[config.mk]
export PLATFORM = sky130hd
export DESIGN_NAME = wifi_tx_frame_serializer_flat
export DESIGN_NICKNAME = d
export VERILOG_FILES = /design/src/rtl/wifi_tx_frame_serializer_if.sv /design/src/rtl/wifi_tx_frame_serializer.sv /design/src/flat_wrapper.sv
export SDC_FILE = /design/constraint.sdc
export NUM_CORES = 1
export LEC_CHECK = 0
export CAP_MARGIN = 0
export CORE_ASPECT_RATIO = 1.5
export CORE_MARGIN = 5
export CORE_UTILIZATION = 40
export DETAILED_ROUTE_END_ITERATION = 8
export SYNTH_ARGS = -nofsm -noshare
export SYNTH_HDL_FRONTEND = slang
export SYNTH_SLANG_ARGS = --single-unit
[constraint.sdc]
create_clock -name clk -period 5.14 [get_ports clk]
set_clock_uncertainty 0.1 [all_clocks]
set_input_delay 1.028 -clock clk [delete_from_list [all_inputs] [get_ports clk]]
set_output_delay 1.028 -clock clk [all_outputs]
set_load 0.05 [all_outputs]
[src/rtl/wifi_tx_frame_serializer_if.sv]
// wifi_tx_frame_serializer_if: FIFO read handshake between the serializer (master) and the TX word FIFO (slave)
interface wifi_tx_frame_serializer_if #(
  parameter int DATA_WIDTH = 32
);
  logic                  word_rd;
  logic [DATA_WIDTH-1:0] word_data;
  logic                  word_valid;
  modport master (output word_rd, input word_data, input word_valid);
  modport slave (input word_rd, output word_data, output word_valid);
endinterface

[src/rtl/wifi_tx_frame_serializer.sv]
// wifi_tx_frame_serializer: gapless word-to-bit frame serializer with one-word prefetch; WIFI_SER_LSB_FIRST_EN selects LSB-first order
module wifi_tx_frame_serializer #(
  parameter int DATA_WIDTH = 32,
  parameter int LEN_WIDTH  = 16
) (
  input  logic                       clk,
  input  logic                       reset,
  input  logic                       enable,
  input  logic                       start,
  input  logic [LEN_WIDTH-1:0]       frame_bits,
  wifi_tx_frame_serializer_if.master fifo,
  output logic                       bit_out,
  output logic                       bit_valid,
  output logic                       busy,
  output logic                       frame_done,
  output logic                       underrun
);
  localparam int WLW = $clog2(DATA_WIDTH + 1);
  localparam logic [1:0] IDLE  = 2'd0;
  localparam logic [1:0] FETCH = 2'd1;
  localparam logic [1:0] SHIFT = 2'd2;
  localparam logic [1:0] DONE  = 2'd3;

  logic [1:0]            state_q, state_d;
  logic [LEN_WIDTH-1:0]  bits_left_q, bits_left_d, bits_next;
  logic [WLW-1:0]        word_left_q, word_left_d, cur_left, left_next, load_left, refill_left;
  logic [DATA_WIDTH-1:0] sh_q, sh_d, hold_q, hold_d, cur_data, shifted;
  logic                  hold_full_q, hold_full_d, rd_pend_q, rd_pend_d;
  logic                  word_rd_q, word_rd_d, bit_out_q, bit_out_d, bit_valid_q, bit_valid_d;
  logic                  busy_q, busy_d, frame_done_q, frame_done_d, underrun_q, underrun_d;
  logic                  vld, load, fire, cur_bit;

  assign fifo.word_rd = word_rd_q;
  assign bit_out      = bit_out_q;
  assign bit_valid    = bit_valid_q;
  assign busy         = busy_q;
  assign frame_done   = frame_done_q;
  assign underrun     = underrun_q;

  // Pick the word being shifted this cycle (fresh FIFO word on load, else the shifter) and its next-bit bookkeeping
  always_comb begin
    vld         = fifo.word_valid & rd_pend_q;
    load        = (state_q == FETCH) & vld;
    fire        = enable & (load | (state_q == SHIFT));
    bits_next   = bits_left_q - LEN_WIDTH'(1);
    load_left   = (32'(bits_left_q) > DATA_WIDTH) ? WLW'(DATA_WIDTH) : WLW'(bits_left_q);
    refill_left = (32'(bits_next) > DATA_WIDTH) ? WLW'(DATA_WIDTH) : WLW'(bits_next);
    cur_data    = load ? fifo.word_data : sh_q;
    cur_left    = load ? load_left : word_left_q;
    left_next   = cur_left - WLW'(1);
`ifdef WIFI_SER_LSB_FIRST_EN
    cur_bit     = cur_data[0];
    shifted     = cur_data >> 1;
`else
    cur_bit     = cur_data[DATA_WIDTH-1];
    shifted     = cur_data << 1;
`endif
  end

  // Frame sequencing: start/fetch/shift/done, prefetch into the hold register and underrun detection
  always_comb begin
    state_d      = state_q;
    bits_left_d  = bits_left_q;
    word_left_d  = word_left_q;
    sh_d         = sh_q;
    hold_d       = hold_q;
    hold_full_d  = hold_full_q;
    rd_pend_d    = rd_pend_q & ~fifo.word_valid;
    word_rd_d    = 1'b0;
    bit_out_d    = bit_out_q;
    bit_valid_d  = 1'b0;
    busy_d       = busy_q;
    frame_done_d = 1'b0;
    underrun_d   = underrun_q;
    if (state_q == IDLE && start && !frame_done_q) begin
      bits_left_d = frame_bits;
      underrun_d  = 1'b0;
      busy_d      = 1'b1;
      state_d     = (frame_bits == '0) ? DONE : FETCH;
      word_rd_d   = (frame_bits != '0);
      rd_pend_d   = (frame_bits != '0);
    end
    if (state_q == DONE) begin
      frame_done_d = 1'b1;
      busy_d       = 1'b0;
      state_d      = IDLE;
    end
    if (load) begin
      sh_d        = fifo.word_data;
      word_left_d = load_left;
      state_d     = SHIFT;
      if (32'(bits_left_q) > DATA_WIDTH) begin
        word_rd_d = 1'b1;
        rd_pend_d = 1'b1;
      end
    end
    if (state_q == SHIFT && vld) begin
      hold_d      = fifo.word_data;
      hold_full_d = 1'b1;
    end
    if (fire) begin
      bit_out_d   = cur_bit;
      bit_valid_d = 1'b1;
      bits_left_d = bits_next;
      word_left_d = left_next;
      sh_d        = shifted;
      if (left_next == '0) begin
        if (bits_next == '0) begin
          state_d = DONE;
        end else if (hold_full_q || (state_q == SHIFT && vld)) begin
          sh_d        = hold_full_q ? hold_q : fifo.word_data;
          hold_full_d = 1'b0;
          word_left_d = refill_left;
          if (32'(bits_next) > DATA_WIDTH) begin
            word_rd_d = 1'b1;
            rd_pend_d = 1'b1;
          end
        end else begin
          underrun_d = 1'b1;
          state_d    = FETCH;
        end
      end
    end
  end

  // State and output registers; asynchronous reset aborts any frame in flight
  always_ff @(posedge clk or negedge reset) begin
    if (!reset) begin
      state_q      <= IDLE;
      bits_left_q  <= '0;
      word_left_q  <= '0;
      sh_q         <= '0;
      hold_q       <= '0;
      hold_full_q  <= 1'b0;
      rd_pend_q    <= 1'b0;
      word_rd_q    <= 1'b0;
      bit_out_q    <= 1'b0;
      bit_valid_q  <= 1'b0;
      busy_q       <= 1'b0;
      frame_done_q <= 1'b0;
      underrun_q   <= 1'b0;
    end else begin
      state_q      <= state_d;
      bits_left_q  <= bits_left_d;
      word_left_q  <= word_left_d;
      sh_q         <= sh_d;
      hold_q       <= hold_d;
      hold_full_q  <= hold_full_d;
      rd_pend_q    <= rd_pend_d;
      word_rd_q    <= word_rd_d;
      bit_out_q    <= bit_out_d;
      bit_valid_q  <= bit_valid_d;
      busy_q       <= busy_d;
      frame_done_q <= frame_done_d;
      underrun_q   <= underrun_d;
    end
  end
endmodule

[src/flat_wrapper.sv]
// flat-port wrapper written by rule: the top's interface ports become plain ports
module wifi_tx_frame_serializer_flat 
#(
  parameter int DATA_WIDTH = 32,
  parameter int LEN_WIDTH  = 16
)
  (clk, reset, enable, start, frame_bits, bit_out, bit_valid, busy, frame_done, underrun, fifo_word_rd, fifo_word_data, fifo_word_valid);
  wifi_tx_frame_serializer_if #(.DATA_WIDTH(DATA_WIDTH)) fifo_i ();
  input  logic clk;
  input  logic reset;
  input  logic enable;
  input  logic start;
  input  logic [LEN_WIDTH-1:0] frame_bits;
  output logic bit_out;
  output logic bit_valid;
  output logic busy;
  output logic frame_done;
  output logic underrun;
  output wire logic [$bits(fifo_i.word_rd)-1:0] fifo_word_rd;
  input wire logic [$bits(fifo_i.word_data)-1:0] fifo_word_data;
  input wire logic [$bits(fifo_i.word_valid)-1:0] fifo_word_valid;
  assign fifo_word_rd = fifo_i.word_rd;
  assign fifo_i.word_data = fifo_word_data;
  assign fifo_i.word_valid = fifo_word_valid;
  wifi_tx_frame_serializer #(.DATA_WIDTH(DATA_WIDTH), .LEN_WIDTH(LEN_WIDTH)) u_core (.clk(clk), .reset(reset), .enable(enable), .start(start), .frame_bits(frame_bits), .fifo(fifo_i), .bit_out(bit_out), .bit_valid(bit_valid), .busy(busy), .frame_done(frame_done), .underrun(underrun));
endmodule
==> impl_metrics.yaml, run 1 <==
outcome:
  status: "completed"
clocking:
  path_clk_slew_ps: 60
  clkLatencyLatePin_ps: 340
  htree_levels: 3
  clockBufferDepth: 2
  ctsRootBufferMaster: "clkbuf_16"
  tritoncts: "yes"
  cts_setup_buffers: 0
  clock_sinks: 96
  postCtsHoldBufs: 0
  numCtsBuffers: 9
  ctsResizeCount: 0
route:
  dr.pass1.iters: 5
  viasPerCell: 5.79
  drtIter0Drc: 287
  post_drt_wl_per_cell_um: 17.6
  via_count: 4940
  wirelength_um: 15000
  ant_nets: 0
  remaining_drc_errors: 0
finish:
  num-fill-cells: 1334
  nNetsFinal: 745
  num_antenna_cells: 0
  layout-drive-gt1-share_pct: 5.79
  post-route-util_pct: 48.0
  area_delta_synth_final_pct: 17.4
critical_path:
  critical_path_class: "input port to register"
  cp-start-kind: "input port"
  crit_fanout: 34
  crit_arrival_ps: 4590
  cp-end-kind: "register"
  crit_start: "fifo_word_valid"
  r2r_start: "u_core.bits_left_q[0]$_DFFE_PN0P_"
  critPathRequiredTime_ps: 5250
yosys:
  syn_area_um2: 5540
  synth_top_family_by_area: "simple AND/OR/NAND/NOR gates"
  synthesis.nets: 714
  synth_adder_area_share_pct: 0.904
  synthCells: 657
  synth.area.top_cells: "dfrtp_1 43%, nand2_1 15%, mux2i_1 5.8%"
  synth-xor-area-share_pct: 1.42
  synth.most_common_cell: "nand2_1"
  synth.top_cell.area_share_pct: 43.4
  async_flop_share_pct: 100
  synth_mux_area_share_pct: 5.79
  synth-compound-area-share_pct: 18.4
  avgSynthCellArea_um2: 8.43
  synth_edf_count: 0
  ys_seq_area_share_pct: 43.4
  post_synth_num_cell_types: 61
  yosysWarnings: 0
  ys.flop_type: "dfrtp_1"
  yosys-top-cells-count: "221 x nand2_1, 96 x dfrtp_1, 57 x o21ai_0"
  yosys_register_bits: 96
  synth.largest_area_cell: "dfrtp_1"
  synth-simple-area-share_pct: 25.1
die:
  start_util_pct: 40.9
  rows: 52
  die_y_um: 154
  coreArea_um2: 13500
  ios: 59
  die-width_um: 106
  dieArea_um2: 16300
timing:
  tightest_slew_ps: 966
  min_period_ps: 4480
  timing.setup.tns_ps: 0
  max_slew_margin_pct: 35.6
  hold_viol: 0
  setup_viol: 0
  fmax_mhz: 223
  period_share_pct: 87.1
  finalMaxSlewViolations: 0
  rsz0062_at_grt: "false"
power:
  total_power_mw: 3.71
  p_leak_nw: 2.88
  peakVddDrop_mv: 0.215
  power_density_nw_per_um2: 570
flow_run:
  cap_violations: 0
global_route:
  grt_max_degree: 66
  grt_pass1_vias: 4944
  grt_pass1_wl_um: 24700
  overflow: 0
  grt_use_total_pct: 18.4
  antenna_found_initial: 0
placement:
  dp_hpwl_um: 10100
  gp_congestion: 0.841
  port_buffers: 58
hold_path:
  worstHoldStart: "u_core.hold_q[9]$_DFFE_PN0P_"
  holdCritPathClass: "register to register"
placed cells by master (no fill, tap or decap), drive strengths merged, types with 3 or more instances in the layout:
master / netlist / routed
a211oi: 5 / 5
a21oi: 20 / 20
a311oi: 3 / 3
a32o: 31 / 31
and2: 4 / 4
and3: 3 / 3
buf: 16 / 13
clkbuf: 34 / 11
clkdlybuf4s50: 0 / 57
dfrtp: 96 / 96
ha: 4 / 4
inv: 12 / 11
mux2i: 32 / 32
nand2: 221 / 221
nand3: 14 / 14
nand3b: 4 / 4
nand4: 6 / 6
nor2: 25 / 25
nor3: 9 / 9
nor4: 10 / 10
nor4b: 3 / 3
o21ai: 57 / 57
o22ai: 3 / 3
xnor2: 8 / 8
worst max-delay path: stages:
cell	delay, ps
clkdlybuf4s50_1	550
nand4b_1	250
buf_4	290
o31a_2	380
ha_1	280
o21ai_0	200
a22o_1	160
a21oi_1	40
a211o_1	270
a311oi_4	290
nand3_4	430
a32o_1	410
per-stage QoR:
step	hold WS (ps)	cell area (um2)	setup WS, ps	cells
after floorplan	346	5540	1280	657
after global placement	357	6190	441	839
after detailed placement	362	6190	370	839
after CTS	379	6500	724	853
after global routing	391	6500	444	853
final	373	6500	661	853
sequential cells by signal, indices dropped and copies added (netlist names), 2 cells and up:
name / flops
u_core.state_q: 2
u_core.sh_q: 32
u_core.word_left_q: 6
u_core.bits_left_q: 16
u_core.hold_q: 32
per-layer routing:
layer	track usage (%)	vias to the layer above	routed length, um	part of all wire (%)
met3	2.94	16	661	4.4
met2	33.2	140	7820	52
met4	5.93	0	225	1.5
li1	-	2375	-	-
met1	22.4	2409	6280	42
met5	0	-	0	0
cell families after synthesis:
kind of cell	after synthesis
AO/OA/AOI/OAI	144
flip-flops	96
AND/OR/NAND/NOR	310
adder cells (fa/ha/maj)	4
multiplexers	32
XOR/XNOR	9
buffers and inverters	62
worst paths after layout:
check                                                     to  slack [ps]  depth (start not counted)
worst max register to register     u_core.sh_q[28]$_DFF_PN0_         730                         13
worst min register to register  u_core.hold_q[9]$_DFFE_PN0P_         370                          2
max in group asynchronous          u_core.sh_q[28]$_DFF_PN0_        3240                          2
min in group asynchronous            u_core.busy$_DFFE_PN0P_         670                          1
worst min-delay path            u_core.hold_q[9]$_DFFE_PN0P_         370                          2
worst max-delay path               u_core.sh_q[28]$_DFF_PN0_         660                         12
report_power, final:
group / internal, mW / switching, mW / total [mW]
clock: 0.435 / 0.286 / 0.721
combinational: 0.689 / 0.881 / 1.57
sequential: 1.10 / 0.312 / 1.41
area by class of cell:
class | count | area, um2 | area share, %
multi-input combinational | 499 | 2870 | 44.1
sequential | 96 | 2400 | 37.0
timing repair buffer | 70 | 668 | 10.3
clock buffer | 11 | 243 | 3.74
tap | 162 | 203 | 3.12
clock inverter | 3 | 67.6 | 1.04
inverter | 12 | 45.0 | 0.693
Note: power is estimated with default switching activity, not from simulation.
==> inputs of run 2 (changes only) <==
CTS_CLUSTER_DIAMETER = 120   (was not set)
==> results of run 2 <==
No change in the layout: final DEF, timing and power equal those of run 1.
